`src/rtl/otter_uart_pkg.sv`:
```
// Shared definitions for the OTTER memory-mapped UART transmitter:
// FSM states, register offsets, status bit positions and the baud divisor helper.
package otter_uart_pkg;

    typedef enum logic [1:0] {
        IDLE,
        START,
        DATA,
        STOP
    } uart_state_t;

    localparam logic [31:0] OFF_DATA = 32'd0;
    localparam logic [31:0] OFF_STAT = 32'd4;
    localparam logic [31:0] OFF_CTRL = 32'd8;

    localparam int BUSY  = 0;
    localparam int FULL  = 1;
    localparam int EMPTY = 2;
    localparam int OVF   = 3;

    // Rounded clocks-per-bit; never below 2 so a bit always spans a counter wrap.
    function automatic int calc_div(input int clk_hz, input int baud);
        int d;
        d = (clk_hz + baud / 2) / baud;
        return (d < 2) ? 2 : d;
    endfunction

endpackage

```
`src/rtl/otter_sync_fifo.sv`:
```
// Single-clock FIFO with a combinational head output.
// A push into a full FIFO is accepted only when a pop happens in the same cycle.
module otter_sync_fifo #(
    parameter int WIDTH = 8,
    parameter int DEPTH = 8
) (
    input  logic             CLK,
    input  logic             RST,
    input  logic             push,
    input  logic             pop,
    input  logic [WIDTH-1:0] din,
    output logic [WIDTH-1:0] dout,
    output logic             full,
    output logic             empty
);

    localparam int AW = (DEPTH > 1) ? $clog2(DEPTH) : 1;

    logic [WIDTH-1:0] mem [DEPTH];
    logic [AW-1:0]    wr_ptr;
    logic [AW-1:0]    rd_ptr;
    logic [AW:0]      count;
    logic             do_push;
    logic             do_pop;

    assign full    = (count == (AW+1)'(DEPTH));
    assign empty   = (count == '0);
    assign do_pop  = pop && !empty;
    assign do_push = push && (!full || do_pop);
    assign dout    = mem[rd_ptr];

    always_ff @(posedge CLK) begin
        if (do_push) begin
            mem[wr_ptr] <= din;
        end
    end

    // Pointers are log2(DEPTH) wide, so they wrap modulo DEPTH on their own.
    always_ff @(posedge CLK) begin
        if (!RST) begin
            wr_ptr <= '0;
            rd_ptr <= '0;
            count  <= '0;
        end else begin
            if (do_push) begin
                wr_ptr <= wr_ptr + AW'(1);
            end
            if (do_pop) begin
                rd_ptr <= rd_ptr + AW'(1);
            end
            case ({do_push, do_pop})
                2'b10:   count <= count + (AW+1)'(1);
                2'b01:   count <= count - (AW+1)'(1);
                default: count <= count;
            endcase
        end
    end

endmodule

```
`src/rtl/otter_uart_tx.sv`:
```
// OTTER IO-bus UART transmitter: DATA/STATUS/CTRL register window, byte FIFO,
// and a baud-timed 8N1 serialiser with a "transmit drained" interrupt pulse.
module otter_uart_tx
    import otter_uart_pkg::*;
#(
    parameter logic [31:0] BASE_ADDR  = 32'h1100_0100,
    parameter int          CLK_HZ     = 50_000_000,
    parameter int          BAUD       = 115200,
    parameter int          FIFO_DEPTH = 8
) (
    input  logic        CLK,
    input  logic        RST,
    input  logic [31:0] IOBUS_ADDR,
    input  logic [31:0] IOBUS_OUT,
    input  logic        IOBUS_WR,
    output logic [31:0] IOBUS_IN,
    output logic        TX,
    output logic        INTR
);

    localparam int DIV   = calc_div(CLK_HZ, BAUD);
    localparam int CNT_W = $clog2(DIV);

    uart_state_t      state;
    uart_state_t      next_state;
    logic [7:0]       shift_reg;
    logic [CNT_W-1:0] baud_cnt;
    logic [2:0]       bit_idx;
    logic             baud_wrap;

    logic             sel_data;
    logic             sel_stat;
    logic             sel_ctrl;
    logic             push;
    logic             pop;
    logic             fifo_full;
    logic             fifo_empty;
    logic [7:0]       fifo_dout;

    logic             ovf;
    logic             irq_en;
    logic             ovf_set;
    logic             ovf_clr;
    logic             busy;
    logic             tx_next;
    logic             intr_next;
    logic [31:0]      status_word;
    logic [22:0]      unused_bits;

    assign unused_bits = {IOBUS_OUT[31:10], IOBUS_OUT[8]};

    assign sel_data = (IOBUS_ADDR == BASE_ADDR + OFF_DATA);
    assign sel_stat = (IOBUS_ADDR == BASE_ADDR + OFF_STAT);
    assign sel_ctrl = (IOBUS_ADDR == BASE_ADDR + OFF_CTRL);

    assign push      = IOBUS_WR && sel_data;
    assign ovf_set   = push && fifo_full && !pop;
    assign ovf_clr   = IOBUS_WR && sel_stat && IOBUS_OUT[3];
    assign busy      = (state != IDLE);
    assign baud_wrap = (baud_cnt == CNT_W'(DIV - 1));

    otter_sync_fifo #(
        .WIDTH (8),
        .DEPTH (FIFO_DEPTH)
    ) u_fifo (
        .CLK   (CLK),
        .RST   (RST),
        .push  (push),
        .pop   (pop),
        .din   (IOBUS_OUT[7:0]),
        .dout  (fifo_dout),
        .full  (fifo_full),
        .empty (fifo_empty)
    );

    always_comb begin
        next_state = state;
        tx_next    = 1'b1;
        intr_next  = 1'b0;
        pop        = 1'b0;
        unique case (state)
            IDLE: begin
                if (!fifo_empty) begin
                    pop        = 1'b1;
                    next_state = START;
                end
            end
            START: begin
                tx_next = 1'b0;
                if (baud_wrap) begin
                    next_state = DATA;
                end
            end
            DATA: begin
                tx_next = shift_reg[0];
                if (baud_wrap && bit_idx == 3'd7) begin
                    next_state = STOP;
                end
            end
            STOP: begin
                if (baud_wrap) begin
                    next_state = IDLE;
                    intr_next  = fifo_empty && irq_en;
                end
            end
            default: next_state = IDLE;
        endcase
    end

    // TX and INTR are registered, so the line lags the state by one cycle.
    always_ff @(posedge CLK) begin
        if (!RST) begin
            state  <= IDLE;
            TX     <= 1'b1;
            INTR   <= 1'b0;
            ovf    <= 1'b0;
            irq_en <= 1'b0;
        end else begin
            state <= next_state;
            TX    <= tx_next;
            INTR  <= intr_next;
            if (ovf_set) begin
                ovf <= 1'b1;
            end else if (ovf_clr) begin
                ovf <= 1'b0;
            end
            if (IOBUS_WR && sel_ctrl) begin
                irq_en <= IOBUS_OUT[0];
            end
        end
    end

    always_ff @(posedge CLK) begin
        if (!RST) begin
            baud_cnt  <= '0;
            bit_idx   <= '0;
            shift_reg <= '0;
        end else if (state == IDLE) begin
            baud_cnt <= '0;
            bit_idx  <= '0;
            if (pop) begin
                shift_reg <= fifo_dout;
            end
        end else begin
            baud_cnt <= baud_wrap ? '0 : baud_cnt + CNT_W'(1);
            if (state == DATA && baud_wrap) begin
                shift_reg <= {1'b0, shift_reg[7:1]};
                bit_idx   <= bit_idx + 3'd1;
            end
        end
    end

    always_comb begin
        status_word        = '0;
        status_word[BUSY]  = busy;
        status_word[FULL]  = fifo_full;
        status_word[EMPTY] = fifo_empty;
        status_word[OVF]   = ovf;
        IOBUS_IN           = '0;
        if (sel_stat) begin
            IOBUS_IN = status_word;
        end else if (sel_ctrl) begin
            IOBUS_IN = {31'b0, irq_en};
        end
    end

endmodule
```
`config.mk`:
```
export PLATFORM = sky130hd
export DESIGN_NAME = otter_uart_tx
export DESIGN_NICKNAME = d
export VERILOG_FILES = /design/src/rtl/otter_uart_pkg.sv /design/src/rtl/otter_sync_fifo.sv /design/src/rtl/otter_uart_tx.sv
export SDC_FILE = /design/constraint.sdc
export NUM_CORES = 1
export LEC_CHECK = 0
export BUFFER_PORTS_ARGS = -buffer_cell sky130_fd_sc_hd__buf_2
export CORE_MARGIN = 2
export CORE_UTILIZATION = 40
export DETAILED_ROUTE_END_ITERATION = 6
export PLACE_DENSITY_LB_ADDON = 0.12
export RECOVER_POWER = 50
export SLEW_MARGIN = 40
export SYNTH_ARGS = -nofsm -noshare
export SYNTH_HDL_FRONTEND = slang
export SYNTH_HIERARCHICAL = 1
export SYNTH_SLANG_ARGS = --single-unit
export TNS_END_PERCENT = 1
```
`constraint.sdc`:
```
create_clock -name CLK -period 3 [get_ports CLK]
set_input_delay 0.45 -clock CLK [delete_from_list [all_inputs] [get_ports CLK]]
set_output_delay 0.45 -clock CLK [all_outputs]
set_load 0.005 [all_outputs]
```
After elaboration in Yosys (flattened, before gate mapping)
Memories as Yosys holds them, arrays and structs flattened. A register that Yosys moved wholly into a read port is not among the register bits.
Index checks and enable logic that the tools add are counted.

storage, ports and cells
  flip-flop bits (word level) = 36
  bits in latches = 0
  RAM bits = 64
  bits in read-only memories = 0
  bits of input ports = 67
  logic and storage cells = 81
  memories = 1

cells by class
  $add $sub $neg = 6
  multipliers = 0
  divide/modulo/power cells = 0
  order comparisons = 0
  equal/unequal tests = 16
  shifts and indexed selects = 0
  multiplexer cells = 20
  bitwise logic cells = 1
  reductions and logical operators = 26

memories
  memory      words  bits a word  rd ports  clocked after memory_dff  wr ports  line                   RTL
  u_fifo.mem  8      8            1         1                         1         otter_sync_fifo.sv:19  logic [WIDTH-1:0] mem [DEPTH];

operator list
  cell                                               count
  == test 32 x 29 -> 1 bit (second input constant)   3
  2-to-1 mux 8 bit                                   3
  logical AND 1 bit                                  11
  inequality test 2 bit (second input constant)      5
  adder 3 x 1 -> 3 bit (second input constant)       3
  adder 9 x 1 -> 9 bit (second input constant)       1
  == test 9 bit (second input constant)              1
  2-to-1 mux 2 bit                                   4
  case mux 2 bit (4 select lines)                    1
  case mux 4 bit (2 select lines)                    1
  nonzero test 2 bit                                 4
  2-to-1 mux 1 bit                                   7
  == test 2 bit (second input constant)              3
  2-to-1 mux 3 bit                                   2
  adder 4 x 1 -> 4 bit (second input constant)       1
  == test 2 x 1 -> 1 bit (second input constant)     2
  == test 4 bit (second input constant)              1
  zero test 4 bit                                    1
  2-to-1 mux 4 bit                                   1
  AND reduction 4 bit                                1
  subtractor 4 x 1 -> 4 bit (second input constant)  1
  == test 3 bit (second input constant)              1
  zero test 1 bit                                    3
  AND reduction 3 bit                                1
  other kinds (7)                                    7

Longest topological paths before layout
  depth in word-level cells = 8
  gate-level depth with buffers = 14
  depth with buffers taken out = 12

By module
The synthesis kept the hierarchy.

modules (own cells, without submodules)
  module           instances  cells each  area each (µm²)  sequential area each (µm²)
  otter_sync_fifo  1          176         3204.3           2182.1
  otter_uart_tx    1          172         1624.1           520.5

Least setup slack after synthesis
OpenSTA, ideal clock, no wires.

  path kind = reg-to-reg
  start = reg u_fifo.count[1]
  end = reg u_fifo.count[3]
  setup time = 115 ps
  data arrival time = 3057 ps
  data required time = 2885 ps
  path slack = -171 ps
  cell stages (with the launch flop) = 15
  path through = dfxtp_1 > or3_1 > buf_6 > nor2_1 > nand2b_1 > clkbuf_1 > inv_1 > o21ai_2 > nand2b_1 > inv_1 > ha_1 > nand3_1 > a211o_1 > a32o_1 > o21a_1

on the way
  cells in the longest elaborated chain, start to end = 8
  elaborated cells on any way between the ends = 15

ends and longest elaborated chain
  item                                                                          line                   RTL
  start, declared                                                               otter_sync_fifo.sv:22  logic [AW:0] count;
  start signal, assigned                                                        otter_sync_fifo.sv:52  2'b10: count <= count + (AW+1)'(1);
  start signal, assigned                                                        otter_sync_fifo.sv:53  2'b01: count <= count - (AW+1)'(1);
  start signal, assigned                                                        otter_sync_fifo.sv:54  default: count <= count;
  zero test 4 bit *                                                             otter_sync_fifo.sv:27  assign empty = (count == '0);
  net fifo_empty                                                                otter_uart_tx.sv:37    logic fifo_empty;
  2-to-1 mux 1 bit *                                                            otter_uart_tx.sv:83    if (!fifo_empty) begin
  2-to-1 mux 1 bit *                                                            otter_uart_tx.sv:81    unique case (state)
  net pop                                                                       otter_uart_tx.sv:35    logic pop;
  logical AND 1 bit *                                                           otter_sync_fifo.sv:28  assign do_pop = pop && !empty;
  logical OR 1 bit                                                              otter_sync_fifo.sv:29  assign do_push = push && (!full || do_pop);
  logical AND 1 bit                                                             otter_sync_fifo.sv:29
  == test 2 x 1 -> 1 bit / == test 2 bit (equally long branches)                otter_sync_fifo.sv:51  case ({do_push, do_pop})
  case mux 4 bit (2 select lines) / nonzero test 2 bit (equally long branches)  -

The timed path passes the listed nets; every way through them passes the cells marked *.
A chain may end at the register's enable or synchronous reset.

Worst setup path after layout
Same ends and word-level chain as after synthesis.

==> flow_summary.ini <==
[run_status]
status = completed

[floorplanning]
ios = 101
start_util_pct = 40.54
coreArea_um2 = 11910
die_y_um = 113.9
dieArea_um2 = 12970
core.rowCount = 40
die_x_um = 113.9

[detailed_routing]
vias = 2817
via_per_inst = 4.995
drt_first_pass_iters = 4
ant_nets = 0
wl_mm = 8.700
drcViolationCount = 0
wire_per_inst_um = 15.43
drtIter0Drc = 194

[grt]
antenna_found_initial = 0
grt_start_max_net_pins = 23
grtUsageTotal_pct = 14.04
grt_pass1_wl_mm = 13.56
overflow = 0
grt_pass1_vias = 2675

[yosys]
synth_area_um2 = 4828
synthesis.instances = 348
yosysSeqAreaShare_pct = 55.97
ys_dominant_reg_cell = edfxtp_1
yosysUniqueCellTypes = 57
synth_top_family_by_area = simple AND/OR/NAND/NOR gates
ys_ff_latch = 103
synth_edf_count = 64
syn_avg_cell_area_um2 = 13.87
synth_compound_gate_area_share_pct = 6.712
async_flop_share_pct = 0
yosysTopAreaCell = edfxtp_1
yosys.area_share.adder_pct = 3.524
synth_top_area_share_pct = 39.80
synth-simple-area-share_pct = 12.31
synth.area.top_cells = edfxtp_1 (40%), dfxtp_1 (16%), mux4_1 (5.4%)
synthMuxAreaShare_pct = 11.79
synth-warning-count = 6
synth_xor_area_share_pct = 2.721

[sta]
setup_ws_ps = 245.0
slew_headroom_pct = 48.38
hold_slack_ps = 458.1
fin_crit_ps = 2755
drv_slew = 0
tns_ps = 0
rsz0062_at_grt = no
fmax_mhz = 363.0
worst_slew_pin_slew_ps = 773.3
min_period_over_period_pct = 91.83
fin_worst_skew_ps = 5.895
hold_viol = 0
finalSetupViolations = 0

[clock_tree]
clk_latency_ps = 350
cts_buffers = 9
cts_resized = 0
root_buffer = clkbuf_16
cts_tree = built
htree_levels = 3
path_clk_slew_ps = 70
cts_sinks = 103
holdBufCountCts = 0
clk_path_buf_depth = 2
postCtsSetupRepairBufs = 0

[power]
ir_worst_vdd_mv = 0.3121
power.density_nw_per_um2 = 485.3
leakage_nw = 2.032

[cells_and_area]
fill_cells = 1107
final_layout_size_suffix_gt1_share_pct = 24.70
final_nets = 492
stdcell_area_um2 = 5454
syn2layout_area_growth_pct = 12.96
antenna_cells = 0
finish.utilization_pct = 45.79
largest_reg_flops = 64

[setup_path]
setup.worst_path.end_class = flip-flop
cp_data_required_time_ps = 3250
cp-start-kind = flip-flop
critPathMaxFanout = 7
crit_arrival_ps = 3000
reg2reg_slack_ps = 250
crit_type = reg2reg

[min_path]
hp-class = in2reg

[placed_design]
place_congestion = 0.7256
io_buffers = 48
place_area_um2 = 5200
pre_cts_ws_ps = 0.6719
dp_hpwl_mm = 5.987

[flow_run]
drv_cap = 0
placed cells by master (no fill, tap or decap), types with 2 or more instances in the layout:
cell type and instances:
mux4_2 6, clkbuf_16 9, nor4_2 3, nor3_1 6
a211oi_1 2, o21a_1 8, buf_4 17, nor4_1 5
mux2i_1 7, clkbuf_1 9, nor2_1 26, o211ai_1 2
o221a_1 8, dfxtp_1 39, mux4_1 10, nand2_1 13
and3_1 6, clkinvlp_4 3, conb_1 28, or3_1 2
nor4b_2 2, nand2b_1 11, a21oi_1 3, buf_2 40
xnor2_1 5, nand4_1 5, edfxtp_1 64, nand3_1 7
mux2_2 9, inv_1 11, xor2_1 10, ha_1 12
and2_1 2
layout make-up:
| class | count | area [um2] | share of cell area, % |
|---|---|---|---|
| multi-input cells | 221 | 1891 | 34.66 |
| clock inverters | 7 | 48.80 | 0.8947 |
| clock buffers | 9 | 225.2 | 4.129 |
| flip-flops and latches | 103 | 2703 | 49.55 |
| inverters | 11 | 41.29 | 0.7571 |
| repair buffers | 66 | 361.6 | 6.630 |
| well taps | 147 | 183.9 | 3.372 |
cell families after synthesis:
kind of cell             count (synthesis)
other                                    1
flip-flops                             103
multiplexers                            32
adder cells (fa/ha/maj)                 13
AO/OA/AOI/OAI                           35
AND/OR/NAND/NOR                         98
buffers and inverters                   51
XOR/XNOR                                15
critical path, cell delays in order (launching register included):
cell	delay, ps
dfxtp_1	370
or3_1	430
nor2_2	110
nand2b_1	130
inv_1	60
o21ai_2	90
nand2b_1	190
inv_1	70
ha_1	330
nand3_1	160
a211o_1	300
a32o_1	240
o21a_1	160
power breakdown:
group / internal, mW / total (mW) / switching [mW]
clock: 0.562 / 1.08 / 0.518
sequential: 1.50 / 1.50 / 0.0000000000241
combinational: 0.0269 / 0.0670 / 0.0401
total: 2.09 / 2.65 / 0.558
metal layers:
layer / global-route usage (%) / routed length, um
met1: 17.39 / 3919
met2: 23.11 / 4327
met3: 3.879 / 265
met4: 6.179 / 189
met5: 0 / 0
worst paths after layout:
check / start / end / cells past startpoint
worst min register to register: shift_reg[6]$_SDFFE_PN0P_ / shift_reg[6]$_SDFFE_PN0P_ / 1
worst max-delay path: u_fifo/count[1]$_SDFFE_PN0P_ / u_fifo/count[3]$_SDFFE_PN0P_ / 12
worst min-delay path: IOBUS_OUT[5] / u_fifo/mem[0][5]$_DFFE_PP_ / 1
worst max register to register: u_fifo/count[1]$_SDFFE_PN0P_ / u_fifo/count[3]$_SDFFE_PN0P_ / 12
metrics by stage:
step / std cells / total power, mW
finish: 564 / 2.647
global route: 564 / 2.745
CTS: 564 / 2.683
detailed placement: 548 / 1.600
global placement: 548 / 1.598
floorplan: 375 / 1.583
Yosys cell counts, types with 5 or more instances:
cell / number
dfxtp_1: 39
o221a_1: 8
ha_1: 12
edfxtp_1: 64
mux2_2: 9
xor2_1: 10
nand2_1: 13
and3_1: 6
nand3_1: 7
mux4_1: 10
nor2_1: 27
nand2b_1: 11
mux4_2: 6
nor3_1: 6
o21a_1: 8
inv_1: 11
mux2i_1: 7
buf_4: 28
nand4_1: 5
xnor2_1: 5
Power figures use the tool's default switching activity.
